==> config.mk <==
export PLATFORM = sky130hd
export DESIGN_NAME = split_data
export DESIGN_NICKNAME = d
export VERILOG_FILES = /design/src/rtl/split_data.sv
export SDC_FILE = /design/constraint.sdc
export NUM_CORES = 1
export LEC_CHECK = 0
export ABC_AREA = 0
export CORE_MARGIN = 4
export CORE_UTILIZATION = 25
export DETAILED_ROUTE_END_ITERATION = 10
export SLEW_MARGIN = 20
export SYNTH_ARGS = -nofsm -noshare
export SYNTH_HDL_FRONTEND = slang
export SYNTH_SLANG_ARGS = --single-unit
==> constraint.sdc <==
create_clock -name clock -period 5 [get_ports clock]
set_input_delay 1 -clock clock [delete_from_list [all_inputs] [get_ports clock]]
set_output_delay 1 -clock clock [all_outputs]
set_load 0.01 [all_outputs]
==> src/rtl/split_data.sv <==
// split_data: unpacks OSIZE-bit memory words (first pixel in the MSBs) into a stream of ISIZE-bit pixels.
// MODE "ONCE" keeps the bitstream continuous; "LINE" restarts every line at the MSB of a fresh word.
module split_data #(
  parameter int    ISIZE = 24,
  parameter int    OSIZE = 256,
  parameter string MODE  = "ONCE"
) (
  input  logic             clock,
  input  logic             rst_n,
  input  logic             ialign,
  input  logic             ivalid,
  output logic             iready,
  input  logic [OSIZE-1:0] idata,
  input  logic             ilast,
  input  logic [15:0]      iline_len,
  output logic             ovalid,
  input  logic             oready,
  output logic [ISIZE-1:0] odata,
  output logic             olast,
  output logic             oerr
);
  // state | meaning
  // RUN   | extracting pixels, loading words on demand
  // DRAIN | line finished before its ilast word; discarding words up to and including ilast

  localparam int            BW        = OSIZE + ISIZE;
  localparam int            CW        = $clog2(BW + 1);
  localparam logic [CW-1:0] C_I       = CW'(ISIZE);
  localparam logic [CW-1:0] C_2I      = CW'(2 * ISIZE);
  localparam logic [CW-1:0] C_O       = CW'(OSIZE);
  localparam bit            LINE_MODE = (MODE == "LINE");

  typedef enum logic {S_RUN, S_DRAIN} state_t;

  state_t           r_state, w_state_nx;
  logic [BW-1:0]    r_buf;
  logic [CW-1:0]    r_cnt;
  logic [15:0]      r_pcnt;
  logic             r_lastin;
  logic             r_ovalid;
  logic             r_olast;
  logic             r_oerr;
  logic [ISIZE-1:0] r_odata;

  logic             w_ext, w_eol, w_short, w_acc, w_iready;
  logic [CW-1:0]    w_cnt_ext;
  logic [15:0]      w_len_m1;
  logic [BW-1:0]    w_buf_ext, w_keep_mask, w_word, w_buf_ld;

  always_comb begin
    w_len_m1    = iline_len - 16'd1;
    w_ext       = (r_state == S_RUN) && (r_cnt >= C_I) && (!r_ovalid || oready) && !ialign;
    w_eol       = LINE_MODE && w_ext && (r_pcnt == w_len_m1);
    w_short     = LINE_MODE && (r_state == S_RUN) && r_lastin && (r_cnt < C_I) && !ialign;
    w_cnt_ext   = w_ext ? (r_cnt - C_I) : r_cnt;
    w_buf_ext   = w_ext ? (r_buf << ISIZE) : r_buf;
    // Only the top w_cnt_ext bits are live; anything below is stale after a line clear.
    w_keep_mask = ~({BW{1'b1}} >> w_cnt_ext);
    w_word      = {idata, {ISIZE{1'b0}}} >> w_cnt_ext;
    w_buf_ld    = (w_buf_ext & w_keep_mask) | w_word;

    w_iready = 1'b0;
    if (ialign)
      w_iready = 1'b0;
    else if (r_state == S_DRAIN)
      w_iready = 1'b1;
    else
      // Once the ilast word is in, the next line must not be appended to this one.
      w_iready = ((r_cnt < C_I) || ((r_cnt < C_2I) && w_ext)) && !w_eol
                 && !(LINE_MODE && r_lastin);
    w_acc = ivalid && w_iready;

    w_state_nx = r_state;
    if (ialign)
      w_state_nx = S_RUN;
    else if ((r_state == S_DRAIN) && w_acc && ilast)
      w_state_nx = S_RUN;
    else if (w_eol && !r_lastin)
      w_state_nx = S_DRAIN;
  end

  always_ff @(posedge clock or negedge rst_n) begin
    if (!rst_n) r_state <= S_RUN;
    else        r_state <= w_state_nx;
  end

  always_ff @(posedge clock or negedge rst_n) begin
    if (!rst_n) begin
      r_buf    <= '0;
      r_cnt    <= '0;
      r_pcnt   <= '0;
      r_lastin <= 1'b0;
      r_ovalid <= 1'b0;
      r_odata  <= '0;
      r_olast  <= 1'b0;
      r_oerr   <= 1'b0;
    end else if (ialign) begin
      r_cnt    <= '0;
      r_pcnt   <= '0;
      r_lastin <= 1'b0;
      r_ovalid <= 1'b0;
      r_olast  <= 1'b0;
      r_oerr   <= 1'b0;
    end else begin
      r_oerr <= w_short;
      if (w_ext) begin
        r_odata  <= r_buf[BW-1 -: ISIZE];
        r_ovalid <= 1'b1;
        r_olast  <= w_eol;
      end else if (oready) begin
        r_ovalid <= 1'b0;
        r_olast  <= 1'b0;
      end
      if ((r_state == S_DRAIN) || w_eol || w_short) begin
        r_cnt    <= '0;
        r_pcnt   <= '0;
        r_lastin <= 1'b0;
      end else begin
        if (LINE_MODE && w_ext) r_pcnt <= r_pcnt + 16'd1;
        if (w_acc) begin
          r_buf <= w_buf_ld;
          r_cnt <= w_cnt_ext + C_O;
          if (LINE_MODE && ilast) r_lastin <= 1'b1;
        end else begin
          r_buf <= w_buf_ext;
          r_cnt <= w_cnt_ext;
        end
      end
    end
  end

  assign iready = w_iready;
  assign ovalid = r_ovalid;
  assign odata  = r_odata;
  assign olast  = r_olast;
  assign oerr   = r_oerr;

endmodule

==> impl_results.md <==
- Status: complete, no violations
- Worst Path Max Fanout: 15
- Via Count: 23,600
- Postcts setup bufs: 0
- Clk slew on worst S/H paths: ~60 ps
- GRT met3 Usage: 4.58%
- Overall power: 13.7 mW
- Synth-to-layout area growth: 25.0%
- CP Capture Type: output port
- Skew final: 31.3 ps
- HPWL Detailed: 79,700 microns
- Most frequent cells in the layout: mux2i_1 (482), dfrtp_1 (311), clkdlybuf4s50_1 (285), nand2_1 (263), a22oi_1 (188)
- Hold Fails Final Rpt: 0
- Finished Layout Cells: between 3,000 and 4,000
- Pin count of the biggest net entering global routing: around 140
- Async SR Flop Fraction: 100%
- Crit share post-route: 80.1%
- Leakage: 13.4 nW
- Core area: 90,600 sq um
- Hold_buf cts: 0
- Initial Util: 25.3%
- Die Width: 311 microns
- Vias in the first global route: 22,400
- H-tree depth: 2
- Met2 usage: a little under a third
- Type of the worst min-delay path: input pin to asynchronous set/reset pin
- Drt via density: 5.97
- Post-synth top flop: dfrtp_1
- Clock tree root buffer cell: clkbuf_16
- Ports: 306
- Share of cells above drive strength 1: between 7 and 8%
- #FFs+latches synth: roughly 310
- Final core occ: 31.7%
- Grt met1 use: 30.5%
- Sinks on Clock Net: 311
- Buffers on Ports: 286
- GP Congestion: a little over 0.9
- Mean cell area of the mapped netlist: 8.96 sq um
- Ranking of synthesized cells by area: dfrtp_1 (34%), mux2i_1 (21%), a22oi_1 (6.2%)
- Reg-to-reg startpoint: r_cnt[3]
- Die area: 96,700 sq um
- Worst-Margin Slew: 991 ps
- WP data arrival: 3010 ps
- Post-synth EDFFs: 0
- R2r endpoint: r_buf[148]
- Most common library cell in the layout ignoring fill and taps: mux2i_1
- Mapped Cells: 2,561
- Crit path kind: input pin to output port
- Post-CTS resize count: 0
- Post-synthesis sequential area ratio: 33.9%
- Max Slew Vio Count: 0
- CP Launch Type: input pin
- Global route hottest layer: met2
- Rel. slew slack: about a third
- WHS: 394 ps
- R2R Setup Slk: 1180 ps
- Final wirelength: 108,000 microns
- Crit path capture: iready
- Max Cap Viol: 0
- Synth top area share: 33.9%
- First-pass GRT wire length: 157,000 microns
- Setup-failing EPs final: 0
- Post-detailed-route DRC marker count: 0
- Setup TNS: 0 ps
- RSZ-0062 raised after global routing: false
- PwrDens: 478 nW/um^2
- Later-pin clock latency in the skew report: 590 ps
- Post-synthesis cell area: 22,900 sq um
- Placed cell count: 3,876
- Synth warn: 0
- F_max: ~0.25 GHz
- Leading area contributor after synthesis: dfrtp_1
- Critical Path RT: 4000 ps
- Synth unique cells: 69
- TritonRoute pass-1 iters: 6
- Final antenna-violating net count: 0
- Critical path launch point: oready
- Die height: 311 microns
- R2R cell count: 8
- Max clock buf depth: 3
- DR WL/cell: roughly 27 microns
- Tmin final: 4010 ps
- DRT iter0 DRCs: 3,081
- Final Net Count: about 3,000
- Rows: 110
- CTS buffer count: 38
- Initial antenna violation count: 6
- VDD IR max: 255 uV
- Grt total ovfl: 0
- CTS tree: done
- Overall Global Routing Usage: a little over a fifth
-- Yosys cell counts (16+ instances only) --
master	number
inv_1	49
and3_1	32
a22oi_1	188
o21a_1	51
o22ai_1	65
o21ai_0	152
nor3_1	17
a41oi_1	16
mux2i_1	482
clkbuf_1	143
a31oi_1	83
nand4_1	71
buf_2	72
dfrtp_1	311
o211ai_1	41
nand2_1	264
nand3_1	54
a211oi_1	36
nor2_1	60
and2_1	59
a221oi_1	16
o31ai_1	23
a21oi_1	70
buf_4	20
-- state kept, by name, summed over array words and instances (netlist names) --
register and cells:
r_cnt 6, r_buf 280, odata 24, ovalid 1
-- critical path, cell delays in order --
cell	delay, ps
clkdlybuf4s50_1	400
and2b_1	600
a21boi_0	280
and3_1	240
clkdlybuf4s50_1	490
-- per-layer routing --
layer  up-vias  part of all wire (%)
met1     11700                    44
met5         -                 0.019
met2      1506                    43
met3       204                    10
li1      10200                     -
met4         4                   3.5
-- cell families (layout without fill, tap and decap cells) --
family	count (synthesis)	after routing	synth area share, %
AOI/OAI and AO/OA	846	846	25.3
adders and majority gates	1	1	0.0545
buffers and inverters	307	514	5.97
DFF	311	311	33.9
muxes	498	498	22.3
other	1	5	0.0163
and+or+nand+nor	597	597	12.5
-- worst min-delay path by stage --
| stage | end | slack, ps |
|---|---|---|
| after global placement | odata[10] | 450 |
| final | r_buf[20] | 390 |
| after detailed placement | odata[10] | 450 |
| after CTS | r_buf[20] | 470 |
| after global routing | r_buf[20] | 480 |
| after floorplan | odata[10] | 430 |
-- power breakdown --
part | total [mW] | internal [mW] | switching, mW
Sequential | 4.48 | 3.62 | 0.862
Combinational | 6.31 | 2.66 | 3.65
Clock | 2.91 | 1.68 | 1.24
-- metrics by stage --
| stage | area [sq um] | setup WS, ps |
|---|---|---|
| 3_3_place_gp | 27400 | 559 |
| 4_1_cts | 28700 | 1050 |
| 5_1_grt | 28700 | 864 |
| 6_report | 28700 | 994 |
| 3_5_place_dp | 27400 | 530 |
| 2_1_floorplan | 23000 | 1870 |
-- area by class of cell --
class,count,area [sq um]
repair buffers,394,4000
well taps,1176,1470
fillers,9506,61900
flip-flops and latches,311,7780
clock buffers,52,1070
diodes,3,7.51
clock inverters,17,206
multi-input cells,1944,13900
inverters,51,191
Power figures use the tool's default switching activity.
